## src/rtl/ufp_wdata_merge.sv

```systemverilog
// Single-entry write buffer that coalesces CPU word writes into a cache line and drains it to the data array.
// Optional read forwarding from the buffer is compiled in with `define UFP_WBUF_FWD_EN.
module ufp_wdata_merge (
  input  logic         clk,
  input  logic         rst,
  input  logic         ufp_wvalid,
  input  logic [31:0]  ufp_addr,
  input  logic [3:0]   ufp_wmask,
  input  logic [31:0]  ufp_wdata,
  input  logic [1:0]   way_select,
  output logic         ufp_wready,
  output logic         ufp_resp,
  input  logic         array_free,
  output logic [3:0]   data_csb,
  output logic [3:0]   data_web,
  output logic [3:0]   data_addr,
  output logic [31:0]  data_wmask,
  output logic [255:0] data_din,
  output logic         dirty_we,
  output logic [3:0]   dirty_set,
  output logic [1:0]   dirty_way,
  input  logic [3:0]   rd_set,
  input  logic [1:0]   rd_way,
  output logic         fwd_hit,
  output logic [31:0]  fwd_mask,
  output logic [255:0] fwd_data
);

  typedef enum logic {EMPTY, FULL} state_t;

  state_t         state, state_next;
  logic [3:0]     buf_set;
  logic [1:0]     buf_way;
  logic [31:0]    buf_mask;
  logic [255:0]   buf_data;

  logic [3:0]     wr_set;
  logic [2:0]     wr_word;
  logic [31:0]    new_mask, merged_mask;
  logic [255:0]   new_data, merged_data;
  logic           drain, coalesce_hit, accept, load, merge;

  assign wr_set  = ufp_addr[8:5];
  assign wr_word = ufp_addr[4:2];

  // NOTE: every signal written here gets a default first so no latch is inferred.
  always_comb begin
    new_mask = '0;
    new_data = '0;
    new_mask[{wr_word, 2'b00} +: 4]  = ufp_wmask;
    new_data[{wr_word, 5'b00000} +: 32] = ufp_wdata;
  end

  always_comb begin
    merged_mask = buf_mask | new_mask;
    merged_data = buf_data;
    for (int i = 0; i < 32; i++) begin
      if (new_mask[i]) merged_data[i*8 +: 8] = new_data[i*8 +: 8];
    end
  end

  // A write presented during reset is never accepted, and a held line is dropped rather than drained.
  assign drain        = (state == FULL) && array_free && !rst;
  assign coalesce_hit = (state == FULL) && (wr_set == buf_set) && (way_select == buf_way);
  assign ufp_wready   = !rst && ((state == EMPTY) || drain || coalesce_hit);
  assign accept       = ufp_wvalid && ufp_wready;
  // Drain wins over coalesce: the outgoing line excludes the new write, which starts a fresh line.
  assign load         = accept && ((state == EMPTY) || drain);
  assign merge        = accept && !load;

  // NOTE: sequential state uses non-blocking assignments only.
  always_ff @(posedge clk) begin
    if (rst) state <= EMPTY;
    else     state <= state_next;
  end

  always_comb begin
    state_next = state;
    case (state)
      EMPTY: if (accept)           state_next = FULL;
      FULL:  if (drain && !accept) state_next = EMPTY;
      default:                     state_next = EMPTY;
    endcase
  end

  always_comb begin
    data_csb = 4'hF;
    data_web = 4'hF;
    dirty_we = 1'b0;
    if (drain) begin
      data_csb[buf_way] = 1'b0;
      data_web[buf_way] = 1'b0;
      dirty_we          = 1'b1;
    end
  end

  assign data_addr  = buf_set;
  assign data_wmask = buf_mask;
  assign data_din   = buf_data;
  assign dirty_set  = buf_set;
  assign dirty_way  = buf_way;

  always_ff @(posedge clk) begin
    if (rst) begin
      buf_mask <= '0;
      ufp_resp <= 1'b0;
    end else begin
      ufp_resp <= accept;
      if (load)       buf_mask <= new_mask;
      else if (merge) buf_mask <= merged_mask;
    end
  end

  // NOTE: the wide line payload is left unreset; the mask and state qualify it.
  always_ff @(posedge clk) begin
    if (!rst && load) begin
      buf_set  <= wr_set;
      buf_way  <= way_select;
      buf_data <= new_data;
    end else if (!rst && merge) begin
      buf_data <= merged_data;
    end
  end

`ifdef UFP_WBUF_FWD_EN
  assign fwd_hit  = !rst && (state == FULL) && (rd_set == buf_set) && (rd_way == buf_way);
  assign fwd_mask = buf_mask;
  assign fwd_data = buf_data;

  logic unused_addr;
  assign unused_addr = ^{ufp_addr[31:9], ufp_addr[1:0]};
`else
  assign fwd_hit  = 1'b0;
  assign fwd_mask = '0;
  assign fwd_data = '0;

  logic unused_in;
  assign unused_in = ^{ufp_addr[31:9], ufp_addr[1:0], rd_set, rd_way};
`endif

endmodule

```

## config.mk

```make
export PLATFORM = sky130hd
export DESIGN_NAME = ufp_wdata_merge
export DESIGN_NICKNAME = d
export VERILOG_FILES = /design/src/rtl/ufp_wdata_merge.sv
export SDC_FILE = /design/constraint.sdc
export NUM_CORES = 1
export LEC_CHECK = 0
export BUFFER_PORTS_ARGS = -buffer_cell sky130_fd_sc_hd__buf_2
export CAP_MARGIN = 20
export CORE_AREA = 2 2 266 268
export DETAILED_ROUTE_END_ITERATION = 8
export DIE_AREA = 0 0 268 270
export MAX_ROUTING_LAYER = met4
export SLEW_MARGIN = 40
export SYNTH_ARGS = -nofsm -noshare
export SYNTH_HDL_FRONTEND = slang
export SYNTH_SLANG_ARGS = --single-unit
```

## constraint.sdc

```tcl
create_clock -name clk -period 6.3 [get_ports clk]
set_clock_uncertainty 0.15 [all_clocks]
set_input_delay 0.315 -clock clk [delete_from_list [all_inputs] [get_ports clk]]
set_output_delay 0.315 -clock clk [all_outputs]
set_load 0.02 [all_outputs]
```

Word level (Yosys, flattened, before mapping)
Index checks and enable logic that the tools add are counted.
{ "totals": {"elab_cells": 178, "reg_bits": 296, "input_bits": 80, "output_inout_bits": 598} }
{ "classes": {"n_eq_ne": 2, "magnitude_cmp": 2, "n_addsub": 2, "mux": 43, "reduce_logical": 83, "shift": 4, "n_bitwise": 5} }
{ "ops": {"columns": ["cell", "n"], "rows": [
  ["$mux W256", 2],
  ["$and A256 B256 Y256", 1],
  ["$mux W8", 32],
  ["$shift A32 B10 Y256 const A", 1],
  ["$shiftx A32 B10 Y256", 1],
  ["$reduce_bool A2 Y1", 34],
  ["$mux W32", 2],
  ["$reduce_and A2 Y1", 32],
  ["$and A32 B32 Y32", 1],
  ["$or A32 B32 Y32", 1],
  ["$shift A4 B7 Y32 const A", 1],
  ["$shiftx A4 B7 Y32", 1],
  ["$logic_and A1 B1 Y1", 12],
  ["$neg A8 Y10", 1],
  ["$neg A5 Y7", 1],
  ["$eq A4 B4 Y1", 1],
  ["$mux W1", 4],
  ["$mux W4", 1],
  ["$not A4 Y4", 1],
  ["$logic_not A1 Y1", 3],
  ["$lt A2 B3 Y1 const B", 1],
  ["$demux W1 S2", 1],
  ["$eq A2 B2 Y1", 1],
  ["$ge A2 B1 Y1 const B", 1],
  ["3 further kinds", 4]
]} }

Longest topological paths before layout
{ "depth": {"depth_word": 12, "ltp_mapped": 9, "depth_no_buf": 7} }

Worst setup path after synthesis
Ideal clock, no wire load.
{ "synth_timing": {"path_type": "input to register", "start": "input ufp_addr[2]", "end": "register buf_data[0], in the netlist data_din[0], enable pin", "required_ps": 5766, "t_arrival_ps": 2485, "slack_ps": 3281, "cell_stages": 7, "path_cell_list": "inv_1 > ha_1 > ha_1 > buf_2 > or4b_4 > or3_1 > o21ai_0"} }
{ "synth_via": {"elab_chain_len": 5, "elab_cells_between_ends": 6, "cone_classes": "add/sub: 1; shift: 2; bitwise: 1; reduce/logical: 2"} }
{ "synth_lines": {"columns": ["item", "line_no", "source"], "rows": [
  ["from (decl)", "7", "input logic [31:0] ufp_addr,"],
  ["$neg A5 Y7 (*)", "50", "new_mask[{wr_word, 2'b00} +: 4] = ufp_wmask;"],
  ["$shiftx A4 B7 Y32 / $shift A4 B7 Y32 (equally long branches)", "50", null],
  ["$and A32 B32 Y32 (no line) (*)", null, null],
  ["$reduce_bool A2 Y1 (no line) (*)", null, null],
  ["$reduce_and A2 Y1 (no line) (*)", null, null],
  ["to (signal assigned)", "119", "buf_data <= new_data;"],
  ["to (signal assigned)", "121", "buf_data <= merged_data;"],
  ["to (decl)", "35", "logic [255:0] buf_data;"]
]} }
Every way passes the cells marked *; elsewhere a longest branch is shown, timed or not.
A chain may end at the register's enable or synchronous reset.

Final worst setup path
{ "layout_timing": {"start": "register buf_way[1], in the netlist dirty_way[1]", "end": "register buf_data[65], in the netlist data_din[65], enable pin"} }
{ "layout_via": {"elab_chain_len": 11, "elab_cells_between_ends": 13, "cone_classes": "eq/ne: 1; reduce/logical: 12"} }
{ "layout_lines": {"columns": ["item", "line_no", "source"], "rows": [
  ["from (decl)", "33", "logic [1:0] buf_way;"],
  ["from (signal assigned)", "118", "buf_way <= way_select;"],
  ["$eq A2 B2 Y1 (*)", "64", "assign coalesce_hit = (state == FULL) && (wr_set == buf_set) && (way_select == buf_way);"],
  ["$logic_and A1 B1 Y1 (*)", "64", null],
  ["$logic_or A1 B1 Y1 (*)", "65", "assign ufp_wready = !rst && ((state == EMPTY) || drain || coalesce_hit);"],
  ["$logic_and A1 B1 Y1 (*)", "65", null],
  ["$logic_and A1 B1 Y1 (*)", "66", "assign accept = ufp_wvalid && ufp_wready;"],
  ["$logic_and A1 B1 Y1", "68", "assign load = accept && ((state == EMPTY) || drain);"],
  ["$logic_not A1 Y1", "69", "assign merge = accept && !load;"],
  ["$logic_and A1 B1 Y1", "69", null],
  ["$logic_and A1 B1 Y1", "120", "end else if (!rst && merge) begin"],
  ["$reduce_bool A2 Y1 (no line)", null, null],
  ["$reduce_and A2 Y1 (no line) (*)", null, null]
]} }
Marked as above.

==> results.toml <==
[global_route]
antenna_found_initial = 7
grtUsageTotal_pct = 11.4
grt_pass1_wl_um = 56900
grt_pass1_vias = 7837
gr-total-overflow = 0
grt_start_max_net_pins = 38

[worst_setup_path]
critPathTopFamily = "simple AND/OR/NAND/NOR gates"
crit_fanout = 8
cp.required_ns = 6.31
crit_path_start = "dirty_way[1]$_DFFE_PP_"
crit_path_end_kind = "register"
path_depth = 4
critPathKind = "register to register"
rr_worst_depth = 4
critPathBufInv = 0
slowest_stage = "o21ai_2"
r2r-start = "dirty_way[1]$_DFFE_PP_"
cp_cell_sequence = "xor2_1 -> nor4_4 -> nand4_1 -> o21ai_2"
regToRegSetupSlack_ns = 3.10
reg2reg_to = "data_din[65]$_DFFE_PP_"
cpPeakStageDelay_ns = 0.80
endpoint = "data_din[65]$_DFFE_PP_"
cp.arrival_ns = 3.20
worstSetupStartpointType = "register"

[cts]
ctsHtreeMaxLevel = 2
cts_sinks = 296
ctsHoldBuffers = 8
cts_resized = 0
clock_path_buffers = 3
clk_pin_slew_ns = 0.06
root_buffer = "clkbuf_16"
clock_latency_ns = 0.52
cts_buffers = 34
cts_tree = "built"
post_cts_buffers = 0

[power_and_ir_drop]
ir_drop_mv = 0.162
p_per_area_mw_per_mm2 = 290
leakage_nw = 6.84

[sta]
setup_viol = 0
rsz0062_at_grt = "no"
finalMaxSlewViolations = 0
hold_violations = 0
layout_min_cycle_time_ns = 3.20
period_share_pct = 50.8
fin_tns_setup_ns = 0
relSlewSlack_pct = 47.0
fmax_mhz = 313
worst_slew_pin_slew_ns = 0.795

[status]
status = "complete, no violations"

[die]
fp-row-count = 97
die_w_um = 268
io_pins = 678
core_mm2 = 0.0695
dieArea_mm2 = 0.0724
start_util_pct = 19.3
die_y_um = 270

[final_layout]
final_area_mm2 = 0.0167
area_growth_pct = 24.6
finalNetCount = 1494
drive_above_1_share_pct = 32.6

[logic_synthesis]
synth.top_cell.area_share_pct = 58.6
synth_area_leaders = "edfxtp_1 59%, buf_4 17%, and2_1 10%"
synth.distinct_cells = 32
yosysWarnings = 0
synthCells = 1024
seq_area_frac_synth_pct = 63.6
ys_ff_latch = 296
syn_area_per_cell_um2 = 13.1
syn_area_mm2 = 0.0134
synth_top_cell_by_area = "edfxtp_1"

[route]
drc_errors = 0
wirelength_um = 42500
wire_per_inst_um = 17.8
drtPass1Iterations = 5
num_vias = 8409
antenna_left = 0
drt-initial-drc-count = 544
via_per_inst = 3.53

[placed_design]
gp_congestion = 0.796
hpwlAfterDp_um = 32700
io_buffers = 357
placed_area_mm2 = 0.0155

[hold_path]
holdCritPathClass = "input port to register"

[job]
drv_cap = 0
-- cell usage in the layout (no fill, tap or decap), types with 9 or more instances in the layout --
cell type and n:
and3_1 32, dfxtp_1 34, buf_2 357, nor2_1 10, conb_1 289, clkbuf_16 35
o21ai_2 10, buf_4 30, diode_2 9, o21ai_0 19, edfxtp_1 262, and2_1 221
nand2_1 10, a32o_1 31
-- metal layers --
metal | vias to the layer above | routed length [um] | GRT usage, %
met5 | - | 0 | -
met4 | 0 | 1520 | 4.40
met3 | 82 | 4420 | 2.95
met2 | 555 | 20400 | 19.0
met1 | 4040 | 16200 | 13.0
li1 | 3732 | - | -
-- where the power goes --
group	leakage (nW)	internal [W]	switching (W)	total, W
Clock	0.532	0.00115	0.000817	0.00196
Combinational	3.70	0.000135	0.000502	0.000637
Sequential	2.61	0.00223	0.0000277	0.00226
Total	6.84	0.00351	0.00135	0.00486
-- worst min-delay path by stage --
stage	end	cells past startpoint	slack, ns	from
CTS	data_din[255]$_DFFE_PP_	2	0.003	ufp_wdata[31]
detailed placement	data_wmask[8]$_SDFFE_PP0P_	1	0.30	data_wmask[8]$_SDFFE_PP0P_
finish	data_din[188]$_DFFE_PP_	2	0.04	ufp_wdata[28]
global route	data_din[157]$_DFFE_PP_	2	0.03	ufp_wdata[29]
global placement	data_wmask[17]$_SDFFE_PP0P_	1	0.30	data_wmask[17]$_SDFFE_PP0P_
floorplan	state$_SDFF_PP0_	1	0.23	rst
-- synth_stat cells --
library cell and count:
or3_1 2, nor2_1 14, o21ai_0 32, clkbuf_1 36
dfxtp_1 34, and2_1 221, a21oi_1 3, nor2b_1 3
nor3_2 1, a21o_1 1, o21ba_2 1, nand3b_1 1
or4b_4 1, clkbuf_2 1, edfxtp_1 262, nand2b_1 3
conb_1 1, or2_2 1, nor4_4 1, buf_2 5
nor3_4 1, a32o_1 31, inv_1 6, ha_1 2
and3_1 32, nand4_1 5, nand2_1 10, xor2_1 6
nand3_1 7, buf_4 297, nor4_1 1, nor3_1 2
-- flip-flops by register name, summed over array words and instances, names as in the netlist --
name,flops
data_wmask,32
state,1
ufp_resp,1
data_addr,4
data_din,256
dirty_way,2
-- per-stage QoR --
step                utilization [%]  cells  hold WS (ns)  setup slack (ns)  total power (W)
floorplan                         -   1312         0.234              3.28          0.00282
global placement               22.1   2300         0.296              2.56          0.00291
detailed placement             22.3   2308         0.302              2.70          0.00294
CTS                            24.0   2375       0.00264              2.93          0.00493
global route                   24.0   2378        0.0278              2.83          0.00504
finish                         24.1   2384        0.0448              3.10          0.00486
-- final cells by class --
type,count,area (um2)
Clock inverter,19,200
Sequential cell,296,8550
Tap cell,940,1180
Inverter,6,22.5
Clock buffer,40,895
Multi-Input combinational cell,671,3640
Fill cell,7378,52800
Antenna cell,9,22.5
Timing Repair Buffer,403,2230
-- logic make-up (layout without fill, tap and decap cells) --
group / count (synthesis) / in the layout / synth area share, %
other: 1 / 298 / 0.0279
adders and majority gates: 2 / 2 / 0.186
xor gates and xnor gates: 6 / 6 / 0.391
buffers and inverters: 345 / 468 / 18.0
DFF: 296 / 296 / 63.6
AOI/OAI and AO/OA: 68 / 68 / 3.75
and+or+nand+nor: 306 / 306 / 14.0
(Power assumes the default switching activity.)
